--- config.mk ---
export PLATFORM = sky130hd
export DESIGN_NAME = rename_free_list_flat
export DESIGN_NICKNAME = d
export VERILOG_FILES = /design/src/rtl/rename_free_list_if.sv /design/src/rtl/rename_free_list.sv /design/src/flat_wrapper.sv
export SDC_FILE = /design/constraint.sdc
export NUM_CORES = 1
export LEC_CHECK = 0
export ABC_AREA = 0
export BUFFER_PORTS_ARGS = -buffer_cell sky130_fd_sc_hd__buf_4
export CAP_MARGIN = 20
export CORE_ASPECT_RATIO = 2
export CORE_MARGIN = 1.5
export CORE_UTILIZATION = 54
export DETAILED_ROUTE_END_ITERATION = 8
export PLACE_DENSITY_LB_ADDON = 0.12
export SLEW_MARGIN = 20
export SYNTH_ARGS = -nofsm -noshare
export SYNTH_HDL_FRONTEND = slang
export SYNTH_SLANG_ARGS = --single-unit
--- constraint.sdc ---
create_clock -name clk_i -period 9.5 [get_ports clk_i]
set_input_delay 0.95 -clock clk_i [delete_from_list [all_inputs] [get_ports clk_i]]
set_output_delay 0.95 -clock clk_i [all_outputs]
set_load 0.02 [all_outputs]
--- src/rtl/rename_free_list_if.sv ---
// Rename/retire <-> free-list bundle: two allocation slots out, two release slots in.
// The master side is rename/retire; the slave side is the free list.
interface rename_free_list_if #(
  parameter int NUM_P_REGS = 64
);
  localparam int PW = $clog2(NUM_P_REGS);

  logic          alloc0_req_i;
  logic          alloc1_req_i;
  logic [PW-1:0] alloc_dest0_o;
  logic [PW-1:0] alloc_dest1_o;
  logic          alloc_stall_o;
  logic          free0_en_i;
  logic [PW-1:0] free0_reg_i;
  logic          free1_en_i;
  logic [PW-1:0] free1_reg_i;
  logic [PW:0]   free_count_o;
  logic          error_o;

  modport master (
    output alloc0_req_i, alloc1_req_i,
    output free0_en_i, free0_reg_i, free1_en_i, free1_reg_i,
    input  alloc_dest0_o, alloc_dest1_o, alloc_stall_o, free_count_o, error_o
  );

  modport slave (
    input  alloc0_req_i, alloc1_req_i,
    input  free0_en_i, free0_reg_i, free1_en_i, free1_reg_i,
    output alloc_dest0_o, alloc_dest1_o, alloc_stall_o, free_count_o, error_o
  );
endinterface

--- src/rtl/rename_free_list.sv ---
// Physical-register free list: circular FIFO, 2 allocs (0-cycle tag lookup, pop at edge) + 2 releases per cycle.
// alloc_stall_o (count<2) blocks all allocation; FREE_LIST_CHECK_EN adds double-free detection.
module rename_free_list #(
  parameter int NUM_P_REGS = 64,
  parameter int NUM_A_REGS = 32
) (
  input  logic              clk_i,
  input  logic              rst_n_i,
  rename_free_list_if.slave fl
);
  localparam int          PW        = $clog2(NUM_P_REGS);
  localparam int          INIT_FREE = NUM_P_REGS - NUM_A_REGS;
  localparam logic [PW:0] DEPTH     = (PW+1)'(NUM_P_REGS);

  logic [PW-1:0] fifo_q [NUM_P_REGS];
  logic [PW-1:0] fifo_d [NUM_P_REGS];
  logic [PW-1:0] head_q, head_d;
  logic [PW-1:0] tail_q, tail_d;
  logic [PW:0]   count_q, count_d;
  logic          error_q, error_d;

  logic          stall;
  logic [1:0]    n_alloc;
  logic [PW-1:0] head_p1, tail_p1;
  logic [PW:0]   occ_pop, occ0;
  logic          acc0, acc1, err0, err1;
  logic          dup0, dup1;

  assign head_p1 = head_q + PW'(1);
  assign tail_p1 = tail_q + PW'(1);

  assign fl.alloc_dest0_o = fifo_q[head_q];
  assign fl.alloc_dest1_o = fl.alloc0_req_i ? fifo_q[head_p1] : fifo_q[head_q];
  assign fl.alloc_stall_o = stall;
  assign fl.free_count_o  = count_q;
  assign fl.error_o       = error_q;

  always_comb begin
    stall   = count_q < (PW+1)'(2);
    n_alloc = stall ? 2'd0 : 2'(fl.alloc0_req_i) + 2'(fl.alloc1_req_i);
    // Fullness is judged after this cycle's pops, so a release can reuse a slot freed by an allocation.
    occ_pop = count_q - (PW+1)'(n_alloc);

    acc0 = 1'b0;
    err0 = 1'b0;
    if (fl.free0_en_i && (fl.free0_reg_i != '0)) begin
      if ((occ_pop == DEPTH) || dup0) err0 = 1'b1;
      else                            acc0 = 1'b1;
    end
    occ0 = occ_pop + (PW+1)'(acc0);

    acc1 = 1'b0;
    err1 = 1'b0;
    if (fl.free1_en_i && (fl.free1_reg_i != '0)) begin
      if ((occ0 == DEPTH) || dup1) err1 = 1'b1;
      else                         acc1 = 1'b1;
    end

    fifo_d = fifo_q;
    if (acc0) fifo_d[tail_q] = fl.free0_reg_i;
    if (acc1) fifo_d[acc0 ? tail_p1 : tail_q] = fl.free1_reg_i;

    head_d  = head_q + PW'(n_alloc);
    tail_d  = tail_q + PW'(acc0) + PW'(acc1);
    count_d = occ0 + (PW+1)'(acc1);
    error_d = error_q | err0 | err1;
  end

  always_ff @(posedge clk_i or negedge rst_n_i) begin
    if (!rst_n_i) begin
      for (int i = 0; i < NUM_P_REGS; i++) begin
        fifo_q[i] <= (i < INIT_FREE) ? PW'(NUM_A_REGS + i) : '0;
      end
      head_q  <= '0;
      tail_q  <= PW'(INIT_FREE);
      count_q <= (PW+1)'(INIT_FREE);
      error_q <= 1'b0;
    end else begin
      fifo_q  <= fifo_d;
      head_q  <= head_d;
      tail_q  <= tail_d;
      count_q <= count_d;
      error_q <= error_d;
    end
  end

`ifdef FREE_LIST_CHECK_EN
  logic [NUM_P_REGS-1:0] is_free_q, is_free_d;

  // Lookups use the pre-edge vector: a tag popped this cycle still counts as free.
  assign dup0 = is_free_q[fl.free0_reg_i];
  assign dup1 = is_free_q[fl.free1_reg_i] ||
                (fl.free0_en_i && (fl.free1_reg_i == fl.free0_reg_i));

  always_comb begin
    is_free_d = is_free_q;
    if (n_alloc != 2'd0) is_free_d[fifo_q[head_q]]  = 1'b0;
    if (n_alloc == 2'd2) is_free_d[fifo_q[head_p1]] = 1'b0;
    if (acc0)            is_free_d[fl.free0_reg_i]  = 1'b1;
    if (acc1)            is_free_d[fl.free1_reg_i]  = 1'b1;
  end

  always_ff @(posedge clk_i or negedge rst_n_i) begin
    if (!rst_n_i) begin
      for (int i = 0; i < NUM_P_REGS; i++) begin
        is_free_q[i] <= (i >= NUM_A_REGS);
      end
    end else begin
      is_free_q <= is_free_d;
    end
  end
`else
  assign dup0 = 1'b0;
  assign dup1 = 1'b0;
`endif

endmodule

--- src/flat_wrapper.sv ---
// flat-port wrapper written by rule: the top's interface ports become plain ports
module rename_free_list_flat 
#(
  parameter int NUM_P_REGS = 64,
  parameter int NUM_A_REGS = 32
)
  (clk_i, rst_n_i, fl_alloc0_req_i, fl_alloc1_req_i, fl_free0_en_i, fl_free0_reg_i, fl_free1_en_i, fl_free1_reg_i, fl_alloc_dest0_o, fl_alloc_dest1_o, fl_alloc_stall_o, fl_free_count_o, fl_error_o);
  rename_free_list_if #(.NUM_P_REGS(NUM_P_REGS)) fl_i ();
  input  logic clk_i;
  input  logic rst_n_i;
  input wire logic [$bits(fl_i.alloc0_req_i)-1:0] fl_alloc0_req_i;
  input wire logic [$bits(fl_i.alloc1_req_i)-1:0] fl_alloc1_req_i;
  input wire logic [$bits(fl_i.free0_en_i)-1:0] fl_free0_en_i;
  input wire logic [$bits(fl_i.free0_reg_i)-1:0] fl_free0_reg_i;
  input wire logic [$bits(fl_i.free1_en_i)-1:0] fl_free1_en_i;
  input wire logic [$bits(fl_i.free1_reg_i)-1:0] fl_free1_reg_i;
  output wire logic [$bits(fl_i.alloc_dest0_o)-1:0] fl_alloc_dest0_o;
  output wire logic [$bits(fl_i.alloc_dest1_o)-1:0] fl_alloc_dest1_o;
  output wire logic [$bits(fl_i.alloc_stall_o)-1:0] fl_alloc_stall_o;
  output wire logic [$bits(fl_i.free_count_o)-1:0] fl_free_count_o;
  output wire logic [$bits(fl_i.error_o)-1:0] fl_error_o;
  assign fl_i.alloc0_req_i = fl_alloc0_req_i;
  assign fl_i.alloc1_req_i = fl_alloc1_req_i;
  assign fl_i.free0_en_i = fl_free0_en_i;
  assign fl_i.free0_reg_i = fl_free0_reg_i;
  assign fl_i.free1_en_i = fl_free1_en_i;
  assign fl_i.free1_reg_i = fl_free1_reg_i;
  assign fl_alloc_dest0_o = fl_i.alloc_dest0_o;
  assign fl_alloc_dest1_o = fl_i.alloc_dest1_o;
  assign fl_alloc_stall_o = fl_i.alloc_stall_o;
  assign fl_free_count_o = fl_i.free_count_o;
  assign fl_error_o = fl_i.error_o;
  rename_free_list #(.NUM_P_REGS(NUM_P_REGS), .NUM_A_REGS(NUM_A_REGS)) u_core (.clk_i(clk_i), .rst_n_i(rst_n_i), .fl(fl_i));
endmodule
==> results.txt <==
The number of sinks handled by clock tree synthesis is between 400 and 500. The signal on the critical path passes through or4_4 -> or3_1 -> and2_1 -> ha_1 -> inv_1 -> fa_1 -> nand2b_1 -> or4_1 -> a2111o_1 -> nand2_2 -> inv_1 -> ha_1 -> ha_1 -> xor2_1 -> nor3_1 -> nor4b_1 -> o2111ai_4 -> and3_1 -> ha_1 -> o21ai_0 -> a21oi_1 -> a21oi_1 -> xor2_1. The floorplan step defined a die boundary enclosing about 0.054 mm^2.

The start of the worst register-to-register path is u_core.fl.free_count_o[3]. Entering global routing, the biggest net connects 160 pins. The length in cells of the worst reg-to-reg path came out at 23.

The instance count of the mapped netlist is 1978. Buffers placed on the I/O ports in this run total 38. The total setup buffers inserted after CTS came out at 0. The global-route wire length before repair is 136000 um. The most frequent standard cell in the layout excluding fill and tap cells is mux2_2.

The number of I/O pins is 39. Setup repair after global routing left no endpoint under its margin. The synthesized netlist net count came out at 2010. The maximum number of buffers from clock root to sink is 3. On the critical path the largest part of the delay comes from simple AND/OR/NAND/NOR gates. Counting the buffers created by CTS gives just over 40.

By area the synthesized netlist is led by mux2_2 (30%), dfrtp_1 (26%), mux4_2 (19%). The kind of critical path is flop to flop. The total global-route track usage is 0.354. The post-synthesis instance area came out at roughly 0.028 mm^2. On the worst path, the slowest cell contributes a delay of 0.64 ns. Measured along the x axis, the die boundary spans 164 um. The part of the cycle the worst path needs came out at 0.792.

The remaining design rule violation count came out at 0. Setup violations remaining at the end of the flow were counted as 0. The number of instances resized during post-cts repair came out at 0.

The detailed-router iteration count before antenna repair came out at 7. In this run the critical register-to-register path is captured at u_core.fl.free_count_o[4]. In this run, synthesis produced a sequential element count of approximately 400. The share of synthesized area in the top cell type comes to 0.302. The number of library cell types mapped by synthesis came out at 72. The slowest stage of the critical path belongs to the cell nor4b_1. In this run, the number of DRC markers left after iteration 0 of detailed routing was 1446. The max-slew headroom at the worst pin came out at 0.216. The count of H-tree levels built during CTS is 2. The routed via count divided by cell count is 7.12. Max-cap violations in this run came to 0.

The library cells used most frequently in the layout, excluding fill and tap cells, are mux2_2 (753), dfrtp_1 (287), mux4_2 (240). The portion of the post-synthesis area used by sequential elements came out at 0.365. In this run the static leakage power is 12.4 nW.

The synthesized design spends more area on one cell type than any other, namely mux2_2. The register-to-register setup slack came out at 1.98 ns. The final critical delay including setup and external delays came out at ~7.5 ns. The synthesized area per cell is 14.2 um^2. The tree is rooted in a clkbuf_16. The number of global-route vias before repair came out at 19.9k. The overall overflow remaining after global route is 0. For this configuration, the core starts out at a cell density of 0.546. Among all flip-flop cells after synthesis, the most frequent one is dfrtp_1. The detailed placement HPWL is ~61000 um.

The core region is 0.0515 mm^2. The worst-case vdd ir drop is 258 uV. TritonCTS built the clock tree.

The number of antenna violations at the first check in global routing is 0. The maximum achievable frequency is roughly 130 MHz. The net count reported at finish came out at 1951. In the final layout, the share of cells above drive strength 1 is 0.673. The flow ran to the end, and the final reports show no timing, DRC or antenna violations.

The number of antenna-violating nets in the routed design came out at 0. STA classifies the critical path startpoint as a flop. The number of hold buffers added after CTS was 0. The endpoint kind of the worst setup timing path is a flop.

The power density over the cells came out at 340 mW/mm^2. The average routed wire per standard cell is roughly 35 um. The die height is 326 um.

The number of buffers and inverters on the critical path is 2. The wire length reported by the detailed router came out at 91200 um. The CTS clock-pin slew for the worst setup and hold paths is ~0.07 ns.

The worst-margin pin slew is 1.18 ns. The clock skew came out at 0.0141 ns. STA puts the critical path data arrival time at 8.02 ns.

The accumulated negative setup slack came out at 0 ns. The worst endpoint required time came out at 10.00 ns. The highest fanout seen on the critical path came out at 36. The standard-cell row count came out at approximately 120. By instance count, the cell type seen most on the critical path is ha_1. The count of warnings emitted by yosys came out at 0.

The final max-slew violation count was 0. The class of the worst hold path is primary input to async pin. The routed layout has 18.6k vias. The congestion estimate from routability-driven global placement came to 0.958.

The count of flip-flops with a built-in enable after synthesis is 0. At the end of the flow the core is filled with cells to 0.589. The later pin in the worst-skew pair is clocked with a latency of 0.58 ns. The final hold violation count came to 0.

Counting flops with an async set or reset pin after synthesis yields a share of 1.00. From synthesis to final layout, the design area changed by 7.95%. The repair_antennas step left the layout with diodes totalling 0.
==> per-stage QoR <==
step	hold slack, ns	power [W]	instance area, um^2	instances	setup slack (ns)
after floorplan	0.505	0.00673	28100	1978	2.85
after global placement	0.588	0.00831	28900	2534	1.93
after detailed placement	0.571	0.00850	28900	2536	1.87
after CTS	0.428	0.0103	30300	2611	1.99
after global routing	0.428	0.0107	30300	2611	1.51
final	0.389	0.0103	30300	2611	1.98
==> how the worst max path moves through the flow <==
stage | start | end | slack, ns | cells past startpoint
after detailed placement | fl_alloc0_req_i | u_core.fl.free_count_o[4] | 1.87 | 23
after CTS | u_core.fl.free_count_o[3] | u_core.fl.free_count_o[4] | 1.99 | 23
final | u_core.fl.free_count_o[3] | u_core.fl.free_count_o[4] | 1.98 | 23
after floorplan | u_core.fl.free_count_o[3] | u_core.tail_q[4] | 2.85 | 26
after global routing | u_core.fl.free_count_o[3] | u_core.fl.free_count_o[4] | 1.51 | 23
after global placement | fl_alloc0_req_i | u_core.fl.free_count_o[4] | 1.93 | 23
==> final cells by class <==
| type | instances | area (um^2) |
|---|---|---|
| flip-flops and latches | 404 | 10300 |
| inverters | 11 | 41.3 |
| well taps | 660 | 826 |
| fillers | 4090 | 21200 |
| repair buffers | 66 | 564 |
| clock buffers | 60 | 1210 |
| clock inverters | 15 | 210 |
| multi-input cells | 1395 | 17200 |
==> power by group <==
group	total (W)	switching (W)	leakage, nW	internal [W]
clock	0.00176	0.000738	0.705	0.00102
sequential	0.00301	0.000621	4.93	0.00239
combinational	0.00556	0.00280	6.72	0.00275
==> worst reg2reg max path, stage by stage (launching register included) <==
cell	delay, ns
dfrtp_1	0.46
or4_4	0.56
or3_1	0.36
and2_1	0.20
ha_1	0.20
inv_1	0.08
fa_1	0.48
nand2b_1	0.19
or4_1	0.47
a2111o_1	0.54
nand2_2	0.20
inv_1	0.16
ha_1	0.25
ha_1	0.25
xor2_1	0.22
nor3_1	0.28
nor4b_1	0.64
o2111ai_4	0.62
and3_1	0.46
ha_1	0.26
o21ai_0	0.18
a21oi_1	0.09
a21oi_1	0.16
xor2_1	0.16
==> layer usage <==
layer  vias to the layer above  share of wire  track usage
li1                       7681              -            -
met1                      9806           0.33        0.389
met2                       804           0.52        0.609
met3                       295          0.064       0.0591
met4                         0          0.088        0.259
met5                         -              0            0
==> cell families after synthesis <==
logic type,count (synthesis),share of synthesized area
mux,1014,0.503
buf+inv,179,0.0257
flops,404,0.365
fa+ha+maj,15,0.00712
compound gates,79,0.0246
xor+xnor,27,0.00841
simple gates,260,0.0663
==> cell usage after synthesis, types with 5 or more instances <==
library cell	n
o21ai_0	7
mux2_2	753
ha_1	12
nor3_1	9
nor2b_1	6
or4_1	5
nor4_4	32
dfstp_2	114
xnor2_1	14
a21oi_1	5
mux2_1	15
a22oi_1	24
nand3_1	14
clkbuf_1	127
nor2_1	50
and3_1	5
o31ai_1	5
inv_1	10
mux4_2	240
nand4_1	40
xor2_1	13
mux2_4	6
buf_1	29
dfrtp_1	290
nand2_1	65
nor4_1	6
==> sequential cells by signal, indices dropped and copies added, names as in the netlist <==
signal                  flops
u_core.fifo_q             384
u_core.fl.error_o           1
u_core.fl.free_count_o      7
u_core.head_q               6
u_core.tail_q               6
Note: power is estimated with default switching activity, not from simulation.
